`src/rtl/tlb_arb_pkg.sv`:
```
// tlb_arb_pkg: shared definitions for the TLB lookup arbiter.
//   state_t   : arbiter FSM encoding
//   req_id_t  : requester identity (IF / LS)
//   TLB_ADDR_W, TLB_DATA_W : default bus widths of the shared TLB
package tlb_arb_pkg;

  localparam int TLB_ADDR_W = 6;
  localparam int TLB_DATA_W = 16;

  typedef enum logic [1:0] {
    IDLE   = 2'd0,
    LOOKUP = 2'd1,
    RESP   = 2'd2
  } state_t;

  typedef enum logic {
    REQ_IF = 1'b0,
    REQ_LS = 1'b1
  } req_id_t;

endpackage

```
`src/rtl/tlb_rr_pick.sv`:
```
// tlb_rr_pick: two-input round-robin picker, purely combinational.
//   req_if, req_ls : requests from instruction fetch / load-store
//   prio           : requester preferred when both ask
//   winner         : selected requester (don't care when any == 0)
//   any            : at least one request present
module tlb_rr_pick
  import tlb_arb_pkg::*;
(
  input  logic    req_if,
  input  logic    req_ls,
  input  req_id_t prio,
  output req_id_t winner,
  output logic    any
);

  always_comb begin
    winner = REQ_IF;
    if (req_if && req_ls) winner = prio;
    else if (req_ls)      winner = REQ_LS;
  end

  assign any = req_if | req_ls;

endmodule

```
`src/rtl/tlb_arbiter.sv`:
```
// tlb_arbiter: shares one combinational TLB between the IF and LS units.
//   Clock, Resetn          : clock (rising edge), async active-low reset
//   ifReq/ifAddr/ifGnt     : IF request handshake (Gnt is a one-cycle pulse)
//   ifValid/ifData/ifAck   : IF response, held until acknowledged
//   ls*                    : same for the load/store unit
//   tlbAddr                : registered address to the TLB
//   tlbData                : TLB output, combinational from tlbAddr
// One transaction at a time: IDLE (grant) -> LOOKUP (capture) -> RESP (wait Ack).
module tlb_arbiter
  import tlb_arb_pkg::*;
#(
  parameter int ADDR_W = TLB_ADDR_W,
  parameter int DATA_W = TLB_DATA_W
) (
  input  logic              Clock,
  input  logic              Resetn,
  input  logic              ifReq,
  input  logic [ADDR_W-1:0] ifAddr,
  output logic              ifGnt,
  output logic              ifValid,
  output logic [DATA_W-1:0] ifData,
  input  logic              ifAck,
  input  logic              lsReq,
  input  logic [ADDR_W-1:0] lsAddr,
  output logic              lsGnt,
  output logic              lsValid,
  output logic [DATA_W-1:0] lsData,
  input  logic              lsAck,
  output logic [ADDR_W-1:0] tlbAddr,
  input  logic [DATA_W-1:0] tlbData
);

  state_t  state, state_nxt;
  req_id_t owner, prio, winner;
  logic    any, grant, capture, done, owner_ack;

  tlb_rr_pick u_pick (
    .req_if (ifReq),
    .req_ls (lsReq),
    .prio   (prio),
    .winner (winner),
    .any    (any)
  );

  // Acks from the non-owner are never looked at.
  assign owner_ack = (owner == REQ_LS) ? lsAck : ifAck;

  always_comb begin
    state_nxt = state;
    grant     = 1'b0;
    capture   = 1'b0;
    done      = 1'b0;
    case (state)
      IDLE: if (any) begin
        grant     = 1'b1;
        state_nxt = LOOKUP;
      end
      LOOKUP: begin
        capture   = 1'b1;
        state_nxt = RESP;
      end
      RESP: if (owner_ack) begin
        done      = 1'b1;
        state_nxt = IDLE;
      end
      default: state_nxt = IDLE;
    endcase
  end

  always_ff @(posedge Clock or negedge Resetn) begin
    if (!Resetn) state <= IDLE;
    else         state <= state_nxt;
  end

  always_ff @(posedge Clock or negedge Resetn) begin
    if (!Resetn) begin
      owner   <= REQ_IF;
      prio    <= REQ_IF;
      tlbAddr <= '0;
      ifGnt   <= 1'b0;
      lsGnt   <= 1'b0;
      ifValid <= 1'b0;
      lsValid <= 1'b0;
      ifData  <= '0;
      lsData  <= '0;
    end else begin
      ifGnt <= grant && (winner == REQ_IF);
      lsGnt <= grant && (winner == REQ_LS);
      if (grant) begin
        owner   <= winner;
        tlbAddr <= (winner == REQ_LS) ? lsAddr : ifAddr;
      end
      // Data registers load only here, so they stay stable through RESP
      // and keep the last translation after Valid drops.
      if (capture) begin
        if (owner == REQ_LS) begin
          lsData  <= tlbData;
          lsValid <= 1'b1;
        end else begin
          ifData  <= tlbData;
          ifValid <= 1'b1;
        end
      end
      if (done) begin
        if (owner == REQ_LS) lsValid <= 1'b0;
        else                 ifValid <= 1'b0;
        prio <= (owner == REQ_LS) ? REQ_IF : REQ_LS;
      end
    end
  end

endmodule

```
`config.mk`:
```
export PLATFORM = sky130hd
export DESIGN_NAME = tlb_arbiter
export DESIGN_NICKNAME = d
export VERILOG_FILES = /design/src/rtl/tlb_arb_pkg.sv /design/src/rtl/tlb_rr_pick.sv /design/src/rtl/tlb_arbiter.sv
export SDC_FILE = /design/constraint.sdc
export NUM_CORES = 1
export LEC_CHECK = 0
export ABC_AREA = 1
export CAP_MARGIN = 5
export CORE_ASPECT_RATIO = 1.1
export CORE_UTILIZATION = 47
export CTS_BUF_LIST = sky130_fd_sc_hd__clkbuf_2 sky130_fd_sc_hd__clkbuf_4 sky130_fd_sc_hd__clkbuf_8
export DETAILED_ROUTE_END_ITERATION = 8
export PLACE_DENSITY_LB_ADDON = 0.1
export SLEW_MARGIN = 20
export SYNTH_ARGS = -nofsm -noshare
export SYNTH_HDL_FRONTEND = slang
export SYNTH_HIERARCHICAL = 1
export SYNTH_SLANG_ARGS = --single-unit
export TNS_END_PERCENT = 50
```
`constraint.sdc`:
```
create_clock -name Clock -period 1.6 [get_ports Clock]
set_input_delay 0.32 -clock Clock [delete_from_list [all_inputs] [get_ports Clock]]
set_output_delay 0.32 -clock Clock [all_outputs]
set_load 0.01 [all_outputs]
```
# Word-level counts from Yosys, hierarchy flattened
# Index checks and enable logic that the tools add are counted.
[classes] n_mux=21 n_bitwise=3 eq_ne=4 n_reduce_logical=7
[ops] cell="1-bit 2-to-1 mux" count=17
[ops] cell="6-bit 2-to-1 mux" count=1
[ops] cell="2-bit case mux with 3 select lines" count=1
[ops] cell="2-bit AND reduction" count=3
[ops] cell="2-bit 2-to-1 mux" count=2
[ops] cell="2-bit inequality test, second input constant" count=2
[ops] cell="1-bit logical AND" count=3
[ops] cell="2-bit by 1-bit == test with 1-bit output, second input constant" count=1
[ops] cell="2-bit == test, second input constant" count=1
[ops] cell="2-bit logical NOT" count=1
[ops] cell="1-bit inverter" count=2
[ops] cell="1-bit bitwise OR" count=1
[totals] register_bits=46 inputBits=34 out_inout_bits=42

# Logic depth before layout (Yosys ltp)
# Gate-level depths: netlist (run 1).
[depth] ltp_word=5 mapped_depth=9 depth_no_buf=8

# Cells and area by module
# The synthesis (run 1) kept the hierarchy.
[by_module_without_submodules] mod="tlb_arbiter" area_each_um2=1841.8 cells_each=215 n_inst=1
[by_module_without_submodules] mod="tlb_rr_pick" area_each_um2=22.5 cells_each=5 n_inst=1

# Least setup slack after synthesis (run 1)
# Ideal clock, no wire load.
[synth_timing] path_kind="register -> register" start="reg state[1]" end="reg lsData[0]" path_buffers=1 synth_period_minus_slack_ns=1.087 setup_ns=0.117 arrival_ns=0.971 required_time_ns=1.483 path_slack_ns=0.513 path_stages_with_launch=8 cell_sequence="dfrtp_1 -> inv_2 -> nand2_4 -> inv_1 -> nand2_2 -> buf_2 -> nand2_1 -> nand2_1"
[synth_between] elab_chain_cells=3
[synth_rtl] item="start, declared" line="tlb_arbiter.sv:33" source="state_t state, state_nxt;"
[synth_rtl] item="start signal, assigned" line="tlb_arbiter.sv:72" source="else state <= state_nxt;"
[synth_rtl] item="2-bit by 1-bit == test with 1-bit output" line="tlb_arbiter.sv:53" source="case (state)"
[synth_rtl] item="1-bit 2-to-1 mux" line="tlb_arbiter.sv:53"
[synth_rtl] item="2-bit AND reduction (no source line)"
[synth_rtl] item="end signal, assigned" line="tlb_arbiter.sv:97" source="lsData <= tlbData;"
[synth_rtl] item="end, declared" line="tlb_arbiter.sv:27" source="output logic [DATA_W-1:0] lsData,"
# Every way passes these cells.
# A chain may end at the register's enable or synchronous reset.

# Worst setup path after layout (run 1)
[layout_timing] start="reg tlbAddr[1]" end="out tlbAddr[1]"
[layout_lines] item="start, declared" line="tlb_arbiter.sv:29" source="output logic [ADDR_W-1:0] tlbAddr,"
[layout_lines] item="start signal, assigned" line="tlb_arbiter.sv:91" source="tlbAddr <= (winner == REQ_LS) ? lsAddr : ifAddr;"
# No word-level cell between the ends.

==> results.json, run 1 <==
{
  "coreArea_mm2": 0.00371,
  "end_kind": "output pin",
  "viasPerCell": 4.64,
  "reg2reg_depth": 4,
  "synth_warnings": 6,
  "yosysSeqAreaShare_pct": 61.7,
  "routedWlPerCell_um": 12.1,
  "cp_top_family": "buffers and inverters",
  "tightest_slew_ns": 0.579,
  "synth_seq_cells": 46,
  "fin_tns_setup_ns": 0,
  "finalHoldViolCount": 0,
  "outcome": "complete, no violations",
  "antenna_left": 0,
  "timing.rr.start": "owner$_DFFE_PN0P_",
  "cpPeakStageDelay_ns": 0.56,
  "die-area_mm2": 0.00422,
  "fin_crit_sh_pct": 97.4,
  "reg2reg_slack_ns": 0.33,
  "cts_tree": "yes",
  "antenna_found_initial": 0,
  "syn_to_final_growth_pct": 49.9,
  "crit_chain": "clkdlybuf4s50_1",
  "overflow": 0,
  "cts_max_path_buffers": 2,
  "io_buffers": 75,
  "drtPass1Iterations": 4,
  "layout.nets": 333,
  "drive_above_1_share_pct": 6.67,
  "cts_made_buffers": 5,
  "fill_cells": 271,
  "gp_congestion": 0.698,
  "postCtsHoldBufs": 0,
  "finalNonFillerCells": 350,
  "rsz0062_at_grt": "false",
  "min_path_type": "in -> async",
  "drt_iter0_markers": 77,
  "place_inst": 342,
  "rows": 23,
  "grt_pass1_vias": 1548,
  "vias": 1624,
  "leakage_nw": 1.42,
  "skew_ns": 0.00563,
  "ir_drop_mv": 1.17,
  "drt-total-wl_um": 4240,
  "slew_headroom_pct": 61.4,
  "die_y_um": 68.1,
  "clk_pin_slew_ns": 0.09,
  "slowest_stage": "clkdlybuf4s50_1",
  "syn_area_mm2": 0.00186,
  "cts_resized": 0,
  "timing.fmax_mhz": 642,
  "arrival_ns": 1.24,
  "setup_viol": 0,
  "cts_root_buf": "clkbuf_8",
  "io_pins": 76,
  "syn_avg_cell_area_um2": 8.47,
  "drv_cap": 0,
  "synth_cells": 220,
  "p_per_area_mw_per_mm2": 1980,
  "hpwl_um": 2960,
  "h-tree-depth": 2,
  "drcViolationCount": 0,
  "startpoint_type": "register",
  "required_ns": 1.28,
  "synth_fp_nets": 254,
  "maxSlewViolCount": 0,
  "cp_max_fo": 2,
  "die_width_um": 62.1,
  "n_antenna_cell": 0,
  "clock_sinks": 46,
  "synth_cell_types": 14,
  "r2r_end": "lsData[7]$_DFFE_PN0P_",
  "fin_crit_ns": 1.56,
  "start_util_pct": 50.2,
  "grt_max_degree": 47,
  "crit_type": "reg -> out",
  "critPathBufInv": 1,
  "insertion_delay_ns": 0.30,
  "grt_usage_pct": 22.5,
  "grt_pass1_wl_um": 6860,
  "postCtsSetupBuffers": 0
}
-- layer usage --
metal  global-route usage [%]  wire length [µm]  vias to the layer above
li1                         -                 -                      813
met1                     29.2              1950                      756
met2                     37.4              2030                       46
met3                     4.54               205                        9
met4                     7.50                59                        0
met5                        0                 0                        -
-- cell usage after synthesis --
master,number,area [µm²]
inv_2,2,7.51
nor2_1,5,18.8
nand2_1,141,529
nand3_1,2,10.0
o21ai_0,3,15.0
nand2_4,1,11.3
buf_6,2,22.5
inv_1,7,26.3
nand2_2,3,18.8
dfrtp_1,46,1150
buf_2,4,20.0
or2_1,1,6.26
a21oi_1,1,5.00
nor2_4,2,22.5
-- cells in the final DEF (no fill, tap or decap) --
master / count
dfrtp_1: 46
buf_4: 3
inv_2: 2
a21oi_1: 1
or2_1: 1
nand2_1: 141
nand2_4: 1
inv_1: 7
clkbuf_8: 6
buf_2: 1
nand3_1: 2
clkdlybuf4s50_1: 74
nand2_2: 3
nor2_1: 5
nor2_4: 2
o21ai_0: 3
bufinv_16: 2
-- registers in the layout (all words and copies together), names as in the netlist, named ones only --
name / count
ifData: 16
tlbAddr: 6
state: 2
lsData: 16
owner: 1
lsGnt: 1
prio: 1
ifGnt: 1
-- cell type report --
cell class	count	area, µm²	share of cell area, %
Clock buffer	6	82.6	2.95
Clock inverter	2	60.1	2.15
Inverter	9	33.8	1.21
Multi-Input combinational cell	159	637	22.8
Sequential cell	46	1150	41.2
Tap cell	50	62.6	2.24
Timing Repair Buffer	78	768	27.5
-- logic make-up (layout without fill, tap and decap cells) --
logic type	after synthesis	count (layout)	synth area share (%)
AOI/OAI and AO/OA	4	4	1.07
buffers and inverters	15	95	4.09
DFF	46	46	61.7
and+or+nand+nor	155	155	33.1
-- report_power, final --
part	switching [W]	internal, W	leakage [nW]
logic	0.00119	0.00125	0.785
registers	0.000328	0.00172	0.562
clock network	0.000384	0.000666	0.0714
total	0.00190	0.00364	1.42
-- worst max-delay path by stage --
| stage | from | to | slack, ns | cells after the start |
|---|---|---|---|---|
| floorplan | state[1]$_DFFE_PN0P_ | lsData[0]$_DFFE_PN0P_ | 0.51 | 7 |
| global placement | lsReq | tlbAddr[0]$_DFFE_PN0P_ | 0.08 | 6 |
| detailed placement | lsReq | tlbAddr[1]$_DFFE_PN0P_ | 0.04 | 6 |
| CTS | tlbAddr[1]$_DFFE_PN0P_ | tlbAddr[1] | 0.03 | 1 |
| global route | tlbAddr[1]$_DFFE_PN0P_ | tlbAddr[1] | 0.002 | 1 |
| finish | tlbAddr[1]$_DFFE_PN0P_ | tlbAddr[1] | 0.04 | 1 |
-- through the flow --
step           worst slack [ns]  hold slack [ns]  utilization [%]  area, µm²  power (W)
6_report                 0.0422           0.0923             75.3       2800    0.00553
5_1_grt                 0.00206            0.141             75.3       2800    0.00594
4_1_cts                  0.0321            0.119             75.3       2800    0.00559
3_5_place_dp             0.0390            0.442             71.5       2650    0.00452
3_3_place_gp             0.0808            0.438             71.5       2650    0.00446
2_1_floorplan             0.513           0.0244                -       1860    0.00318
Power figures use the tool's default switching activity.
==> inputs of run 2 (changes only) <==
- SLEW_MARGIN: 20 -> 15
==> results of run 2 <==
No change in the layout: final DEF, timing and power equal those of run 1.
